<file path="config.mk">
export PLATFORM = sky130hd
export DESIGN_NAME = pwm_capture
export DESIGN_NICKNAME = d
export VERILOG_FILES = /design/src/rtl/pwm_pkg.sv /design/src/rtl/pwm_edge_det.sv /design/src/rtl/pwm_capture.sv
export SDC_FILE = /design/constraint.sdc
export NUM_CORES = 1
export LEC_CHECK = 0
export ABC_AREA = 0
export CAP_MARGIN = 25
export CORE_ASPECT_RATIO = 0.6
export CORE_MARGIN = 2
export CORE_UTILIZATION = 40
export CTS_CLUSTER_DIAMETER = 100
export DETAILED_ROUTE_END_ITERATION = 16
export GPL_TIMING_DRIVEN = 1
export SYNTH_ARGS = -nofsm -noshare
export SYNTH_HDL_FRONTEND = slang
export SYNTH_SLANG_ARGS = --single-unit
</file>
<file path="constraint.sdc">
create_clock -name clk -period 3.15 [get_ports clk]
set_clock_uncertainty 0.2 [all_clocks]
set_input_delay 0.315 -clock clk [delete_from_list [all_inputs] [get_ports clk]]
set_output_delay 0.315 -clock clk [all_outputs]
set_load 0.02 [all_outputs]
</file>
<file path="src/rtl/pwm_pkg.sv">
// Shared types and constants for the PWM speed capture block.
package pwm_pkg;

   typedef enum logic [1:0] {StIdle, StHigh, StLow} state_e;

   localparam int unsigned CNT_W       = 10;
   localparam int unsigned SPEED_MAX   = 200;
   localparam int unsigned PERIOD_NOM  = 606;
   localparam int unsigned SPEED_SCALE = 3;

   function automatic logic [CNT_W-1:0] sat_inc(input logic [CNT_W-1:0] v);
      return (v == '1) ? v : v + 1'b1;
   endfunction

   // High time to speed: the generator encodes speed as 3 clk cycles of high time per unit.
   function automatic logic [7:0] speed_of(input logic [CNT_W-1:0] h);
      logic [CNT_W-1:0] q;
      q = h / CNT_W'(SPEED_SCALE);
      return (q > CNT_W'(SPEED_MAX)) ? 8'(SPEED_MAX) : q[7:0];
   endfunction

endpackage

</file>
<file path="src/rtl/pwm_edge_det.sv">
// Synchronizer, optional glitch filter (PWM_CAPTURE_GLITCH_FILTER_EN) and edge detector
// for the asynchronous PWM input.
module pwm_edge_det (
   input  logic clk,
   input  logic rst,
   input  logic pwm_in,
   output logic level,
   output logic rise,
   output logic fall
);

   logic sync1_q, sync_q, prev_q;

   always_ff @(posedge clk or posedge rst) begin
      if (rst) begin
         sync1_q <= 1'b0;
         sync_q  <= 1'b0;
         prev_q  <= 1'b0;
      end else begin
         sync1_q <= pwm_in;
         sync_q  <= sync1_q;
         prev_q  <= level;
      end
   end

`ifdef PWM_CAPTURE_GLITCH_FILTER_EN
   logic hist1_q, hist2_q;

   always_ff @(posedge clk or posedge rst) begin
      if (rst) begin
         hist1_q <= 1'b0;
         hist2_q <= 1'b0;
      end else begin
         hist1_q <= sync_q;
         hist2_q <= hist1_q;
      end
   end

   // Level only moves once three consecutive synchronized samples agree.
   assign level = (sync_q == hist1_q && hist1_q == hist2_q) ? sync_q : prev_q;
`else
   assign level = sync_q;
`endif

   assign rise = level & ~prev_q;
   assign fall = ~level & prev_q;

endmodule

</file>
<file path="src/rtl/pwm_capture.sv">
// PWM speed decoder: measures high time and period of pwm_in, reports speed, period
// errors and idle-line timeout. Optional input glitch filter: PWM_CAPTURE_GLITCH_FILTER_EN.
module pwm_capture #(
   parameter int unsigned PERIOD_NOM  = pwm_pkg::PERIOD_NOM,
   parameter int unsigned PERIOD_TOL  = 6,
   parameter int unsigned TIMEOUT_CYC = 1023
) (
   input  logic       clk,
   input  logic       rst,
   input  logic       pwm_in,
   output logic [7:0] speed_out,
   output logic       speed_valid,
   output logic       period_err,
   output logic       timeout
);
   import pwm_pkg::*;

   localparam logic [CNT_W-1:0] PerMin   = CNT_W'(PERIOD_NOM - PERIOD_TOL);
   localparam logic [CNT_W-1:0] PerMax   = CNT_W'(PERIOD_NOM + PERIOD_TOL);
   localparam logic [CNT_W-1:0] IdleLast = CNT_W'(TIMEOUT_CYC - 1);

   logic level, rise, fall;

   state_e           state_q, state_d;
   logic [CNT_W-1:0] per_q, per_d, high_q, high_d, idle_q, idle_d;
   logic [7:0]       speed_q, speed_d;
   logic             valid_q, valid_d, err_q, err_d, timeout_q, timeout_d;
   logic             fire, close;

   pwm_edge_det u_edge_det (
      .clk    (clk),
      .rst    (rst),
      .pwm_in (pwm_in),
      .level  (level),
      .rise   (rise),
      .fall   (fall)
   );

   // Fires once per idle stretch; timeout_q blocks re-arming until the next rise.
   assign fire = ~rise & ~fall & ~timeout_q & (idle_q == IdleLast);

   always_ff @(posedge clk or posedge rst) begin
      if (rst) begin
         state_q   <= StIdle;
         per_q     <= '0;
         high_q    <= '0;
         idle_q    <= '0;
         speed_q   <= '0;
         valid_q   <= 1'b0;
         err_q     <= 1'b0;
         timeout_q <= 1'b0;
      end else begin
         state_q   <= state_d;
         per_q     <= per_d;
         high_q    <= high_d;
         idle_q    <= idle_d;
         speed_q   <= speed_d;
         valid_q   <= valid_d;
         err_q     <= err_d;
         timeout_q <= timeout_d;
      end
   end

   always_comb begin
      state_d = state_q;
      if (fire) begin
         state_d = StIdle;
      end else begin
         unique case (state_q)
            StIdle:  if (rise) state_d = StHigh;
            StHigh:  if (fall) state_d = StLow;
            StLow:   if (rise) state_d = StHigh;
            default: state_d = StIdle;
         endcase
      end
   end

   always_comb begin
      per_d     = rise ? CNT_W'(1) : sat_inc(per_q);
      high_d    = high_q;
      idle_d    = (rise | fall) ? '0 : sat_inc(idle_q);
      speed_d   = speed_q;
      valid_d   = 1'b0;
      err_d     = 1'b0;
      timeout_d = timeout_q;
      close     = (state_q == StLow) & rise;

      if (rise) begin
         high_d = CNT_W'(1);
      end else if (state_q == StHigh && level) begin
         high_d = sat_inc(high_q);
      end

      if (fire) begin
         timeout_d = 1'b1;
         speed_d   = '0;
         valid_d   = 1'b1;
      end else if (close) begin
         if (per_q >= PerMin && per_q <= PerMax) begin
            speed_d = speed_of(high_q);
            valid_d = 1'b1;
         end else begin
            err_d = 1'b1;
         end
      end

      if (rise) timeout_d = 1'b0;
   end

   assign speed_out   = speed_q;
   assign speed_valid = valid_q;
   assign period_err  = err_q;
   assign timeout     = timeout_q;

endmodule

</file>
# Yosys cells after proc, flatten, opt, wreduce, memory -nomap -nowiden
# Index checks and enable logic that the tools add are counted.
# Widths: inputs -> output; s select.
[totals]
ff_bits = 46
latch_bits = 0
ramBits = 0
romBits = 0
inputBits = 3
output_inout_bits = 11
n_memories = 0
[classes]
add_sub_neg = 3
multipliers = 0
div_mod_pow = 1
n_lt_le_gt_ge = 3
eq_ne = 11
shifts = 0
muxes = 23
bitwise_logic = 12
reduce_logical = 11
[op_table]
columns = ["op", "count"]
rows = [
  ["$mux 10", 7],
  ["$eq 10x10->1 const B", 4],
  ["$mux 8", 4],
  ["$add 10x1->10 const B", 3],
  ["$div 10x2->10 const B", 1],
  ["$ge 10x10->1 const B", 1],
  ["$gt 10x8->1 const B", 1],
  ["$le 10x10->1 const B", 1],
  ["$mux 1", 8],
  ["$reduce_bool 2->1", 4],
  ["$and 1x1->1", 6],
  ["$mux 2", 3],
  ["$ne 2x2->1 const B", 3],
  ["$reduce_and 2->1", 3],
  ["$not 1->1", 5],
  ["$pmux 2 s2", 1],
  ["$ne 3x1->1 const B", 1],
  ["$ne 3x3->1 const B", 1],
  ["$eq 2x1->1 const B", 1],
  ["$eq 2x2->1 const B", 1],
  ["$logic_and 1x1->1", 2],
  ["$logic_not 2->1", 1],
  ["$reduce_or 2->1", 1],
  ["$or 1x1->1", 1],
]

# Logic depth before layout (Yosys ltp)
# Gate-level depths: netlist (run 1).
[logic_depth]
ltp_word = 8
ltp_mapped = 15
depth_no_buf = 12

# Cells and area by module
# A second synthesis (run 1) with hierarchy kept.
[unflattened]
cells_unflattened = 359
area_unflattened_um2 = 3096.7
[by_module_without_submodules]
columns = ["mod", "n_inst", "cells_per_inst", "area_each_um2"]
rows = [
  ["pwm_capture", 1, 353, 3002.9],
  ["pwm_edge_det", 1, 6, 93.8],
]

# Worst setup path after synthesis (run 1)
# Ideal clock, no wire load.
[synth_timing]
path_type = "reg2reg"
from = "register high_q[6]"
to = "register speed_q[0] (netlist: speed_out[0])"
t_arrival_ns = 2.569
setup_slack_ns = 0.257
stages_incl_launch_ff = 12
period_less_slack_ns = 2.893
path_cell_list = "dfrtp_1 -> nor4bb_1 -> a22oi_2 -> a22oi_2 -> or3_1 -> buf_6 -> nand2_4 -> a32oi_2 -> ha_1 -> a211oi_1 -> a2111oi_2 -> a211o_1"
[synth_via]
elab_chain_len = 6
[synth_lines]
columns = ["element", "line_no", "rtl"]
rows = [
  ["start: declaration", "pwm_capture.sv:25", "logic [CNT_W-1:0] per_q, per_d, high_q, high_d, idle_q, idle_d;"],
  ["start signal: assignment", "pwm_capture.sv:55", "high_q <= high_d;"],
  ["$div 10x2->10 (*)", "pwm_pkg.sv:18", "q = h / CNT_W'(SPEED_SCALE);"],
  ["$gt 10x8->1", "pwm_pkg.sv:19", "return (q > CNT_W'(SPEED_MAX)) ? 8'(SPEED_MAX) : q[7:0];"],
  ["$mux 8 (*)", "pwm_pkg.sv:19", ""],
  ["$mux 8 (*)", "pwm_capture.sv:99", "if (per_q >= PerMin && per_q <= PerMax) begin"],
  ["$mux 8 (*)", "pwm_capture.sv:98", "end else if (close) begin"],
  ["$mux 8 (*)", "pwm_capture.sv:94", "if (fire) begin"],
  ["end signal: assignment", "pwm_capture.sv:57", "speed_q <= speed_d;"],
  ["end: declaration", "pwm_capture.sv:26", "logic [7:0] speed_q, speed_d;"],
]
# Mark *: on every way between the ends. The rest lies on a longest branch, timed or not. The select of a mux whose other input is x is not followed.
# A chain may end at the register's enable or synchronous reset.

# Final worst setup path (run 1)
[layout_timing]
from = "register high_q[4]"
to = "register speed_q[0] (netlist: speed_out[0])"
# The elaborated chain is that of the path after synthesis.

==> results of run 1 <==
cell usage after synthesis, drive strengths merged (11+ instances only):
cell type | number | area share
inv | 17 | 0.020
nor2 | 39 | 0.047
nand2 | 31 | 0.039
dfrtp | 46 | 0.37
a21oi | 24 | 0.039
nor3 | 15 | 0.025
a31oi | 11 | 0.022
o21ai | 16 | 0.025
xnor2 | 12 | 0.033
per-stage QoR:
step                      cells  worst slack, ns  TNS [ns]
final                       503            0.151         0
after global routing        503         -0.00837  -0.00837
after CTS                   501           0.0201         0
after detailed placement    493           0.0380         0
after global placement      493            0.128         0
after floorplan             366            0.257         0
timing repair:
action,4_1_cts,5_1_grt
endpoints found under the setup margin,0,1
gates resized for setup,0,13
setup buffers,0,2
final timing paths:
path,from,to
worst max-delay path,high_q[4]$_DFFE_PP0P_,speed_out[0]$_DFFE_PP0P_
worst min-delay path,u_edge_det.sync1_q$_DFF_PP0_,u_edge_det.level$_DFF_PP0_
worst max register to register,high_q[4]$_DFFE_PP0P_,speed_out[0]$_DFFE_PP0P_
worst min register to register,u_edge_det.sync1_q$_DFF_PP0_,u_edge_det.level$_DFF_PP0_
max in group asynchronous,rst,high_q[2]$_DFFE_PP0P_
min in group asynchronous,rst,per_q[6]$_DFFE_PP0P_
worst max-delay path: cells and delay by family, from the launching register on:
| family | cells | cell delay, ns |
|---|---|---|
| DFF | 1 | 0.47 |
| buffers and inverters | 1 | 0.20 |
| xor gates and xnor gates | 1 | 0.23 |
| adders and majority gates | 1 | 0.33 |
| AOI/OAI and AO/OA | 6 | 0.95 |
| and+or+nand+nor | 2 | 0.49 |
cells by family after synthesis:
| family | Yosys count |
|---|---|
| buf+inv | 37 |
| fa+ha+maj | 10 |
| compound gates | 90 |
| mux | 2 |
| xor+xnor | 22 |
| simple gates | 159 |
| flops | 46 |
routing by layer:
metal / part of all wire / GRT usage / vias up
met3: 0.047 / 0.0367 / 4
met4: 0.0033 / 0.0304 / 0
met2: 0.41 / 0.252 / 66
li1: - / - / 1375
met1: 0.54 / 0.307 / 1322
met5: 0 / 0 / -
area by class of cell:
type,count,area [sq um]
clock inverter,1,30.0
inverter,17,63.8
fill,739,3690
clock buffer,7,133
multi-input combinational,283,1870
tap,104,130
timing repair buffer,45,374
sequential,46,1160
registers in the layout, summed over array words and instances, names as in the netlist:
signal / flops
per_q: 10
period_err: 1
timeout: 1
speed_out: 8
idle_q: 10
state_q: 2
u_edge_det.prev_q: 1
high_q: 10
u_edge_det.sync1_q: 1
u_edge_det.level: 1
speed_valid: 1
placed cells by master (no fill, tap or decap), drive strengths merged, types with 3 or more instances in the layout:
master          n
a211oi          4
a21oi          24
a22oi           3
a31oi          11
and3            9
buf            32
clkbuf          7
clkdlybuf4s50  13
dfrtp          46
ha             10
inv            17
nand2          31
nand2b          7
nand3          10
nand4           6
nor2           39
nor2b          10
nor3           15
nor3b           7
nor4            3
o21ai          16
o22ai           3
o31ai           3
or2             4
or3             4
xnor2          12
xor2           10
power by group:
| group | internal (mW) | switching [mW] |
|---|---|---|
| clock | 0.375 | 0.219 |
| combinational | 0.140 | 0.198 |
| sequential | 0.641 | 0.0602 |
| total | 1.16 | 0.477 |
==> impl_metrics.ini, run 1 <==
[worst_hold_path]
hold_depth = 0
min_path_type = reg2reg

[worst_setup_path]
critPathKind = reg2reg
critPathCaptureType = flop
reg2reg_depth = 11
reg2reg_slack_ns = 0.15
path_cells = buf_4 -> xnor2_1 -> o22a_1 -> a21boi_2 -> or3_1 -> nand2_4 -> a32oi_2 -> ha_1 -> a211oi_2 -> a2111oi_2 -> a211o_1
arrival_ns = 2.97
critPathSlowestCell = dfrtp_2
cp-start-kind = flop
cpPeakStageDelay_ns = 0.47
crit_required_ns = 3.12
path_max_fanout = 8

[sta]
fmax_mhz = 333
fin_crit_ns = 3.00
worst_pin_slew_ns = 0.847
setup_viol = 0
slew_headroom = 0.435
fin_crit_sh = 0.952
timing.hold.ws_ns = 0.147
finalHoldViolCount = 0
slew_viol_final = 0

[floorplan]
fp.dieH_um = 72.7
rows = 24
initial_core_util = 0.422
ios = 14
coreArea_sq_mm = 0.00745
die_area_sq_mm = 0.00861
die_x_um = 118

[power]
finalPower_mw = 1.63
p_leak_nw = 1.63
ir_worst_vdd_v = 0.000275
pwr_density_cell_mw_per_mm2 = 435

[cts]
clk_latency_ns = 0.28
cts_tree = done
clk_path_buf_depth = 2
cts-root-buf = clkbuf_16
cts_hold_buffers = 0
htree_levels = 2
cts.sink_count = 46
cts_buffers = 5
cts.clk_slew.worst_paths_ns = 0.06

[yosys]
syn_nets = 379
ys_types = 73
synth-compound-area-share = 0.196
synth-simple-area-share = 0.275
yosysWarnings = 0
synthAdderAreaFrac = 0.0398
synth_mux_area_frac = 0.00637
synthArstFlopShare = 1.00
ys.flop_type = dfrtp_1
synth-edff-count = 0
syn_avg_cell_area_sq_um = 8.59
synth_top_family_by_area = simple AND/OR/NAND/NOR gates
syn_inst = 366
synthXorXnorAreaFrac = 0.0613
synth-seq-cells = 46
synth_area_sq_mm = 0.00314
ys_seq_area_frac = 0.366

[route]
wire_per_inst_um = 15.2
postRouteAntennaNets = 0
drt-initial-drc-count = 346
drt_wl_total_mm = 7.66
drc_errors = 0
dr_total_vias = 2767
via_per_inst = 5.50
drt_pass1_iterations = 5

[grt]
gr-total-overflow = 0
antenna_found_initial = 0
grt_pass1_vias = 2487
grt.total_usage = 0.188
grt_max_degree = 24
grt_pass1_wl_mm = 12.8

[placement]
postPlaceCellArea_sq_mm = 0.00352
io_buffer_count = 13
dpl.hpwl_mm = 5.67
place_congestion = 0.824

[outcome]
outcome = finished, final reports clean

[flow_run]
maxCapViolations = 0

[finish]
fin_util = 0.504
diodes = 0
syn2layout_area_growth_pct = 19.4
fin_nets = 411
final_layout_size_suffix_gt1_frac = 0.158
finish.instance_area_sq_mm = 0.00375
(Power assumes the default switching activity.)
==> run 2: changes to the inputs <==
--- a/config.mk
+++ b/config.mk
@@ -16,3 +16,4 @@
 export SYNTH_ARGS = -nofsm -noshare
 export SYNTH_HDL_FRONTEND = slang
 export SYNTH_SLANG_ARGS = --single-unit
+export TNS_END_PERCENT = 1
==> results of run 2 <==
Final layout, timing and power as in run 1 (identical DEF).
==> run 3: changes to the inputs <==
--- a/config.mk
+++ b/config.mk
@@ -6,7 +6,7 @@
 export NUM_CORES = 1
 export LEC_CHECK = 0
 export ABC_AREA = 0
-export CAP_MARGIN = 25
+export CAP_MARGIN = 0
 export CORE_ASPECT_RATIO = 0.6
 export CORE_MARGIN = 2
 export CORE_UTILIZATION = 40
==> results of run 3 <==
Final layout, timing and power as in run 1 (identical DEF).
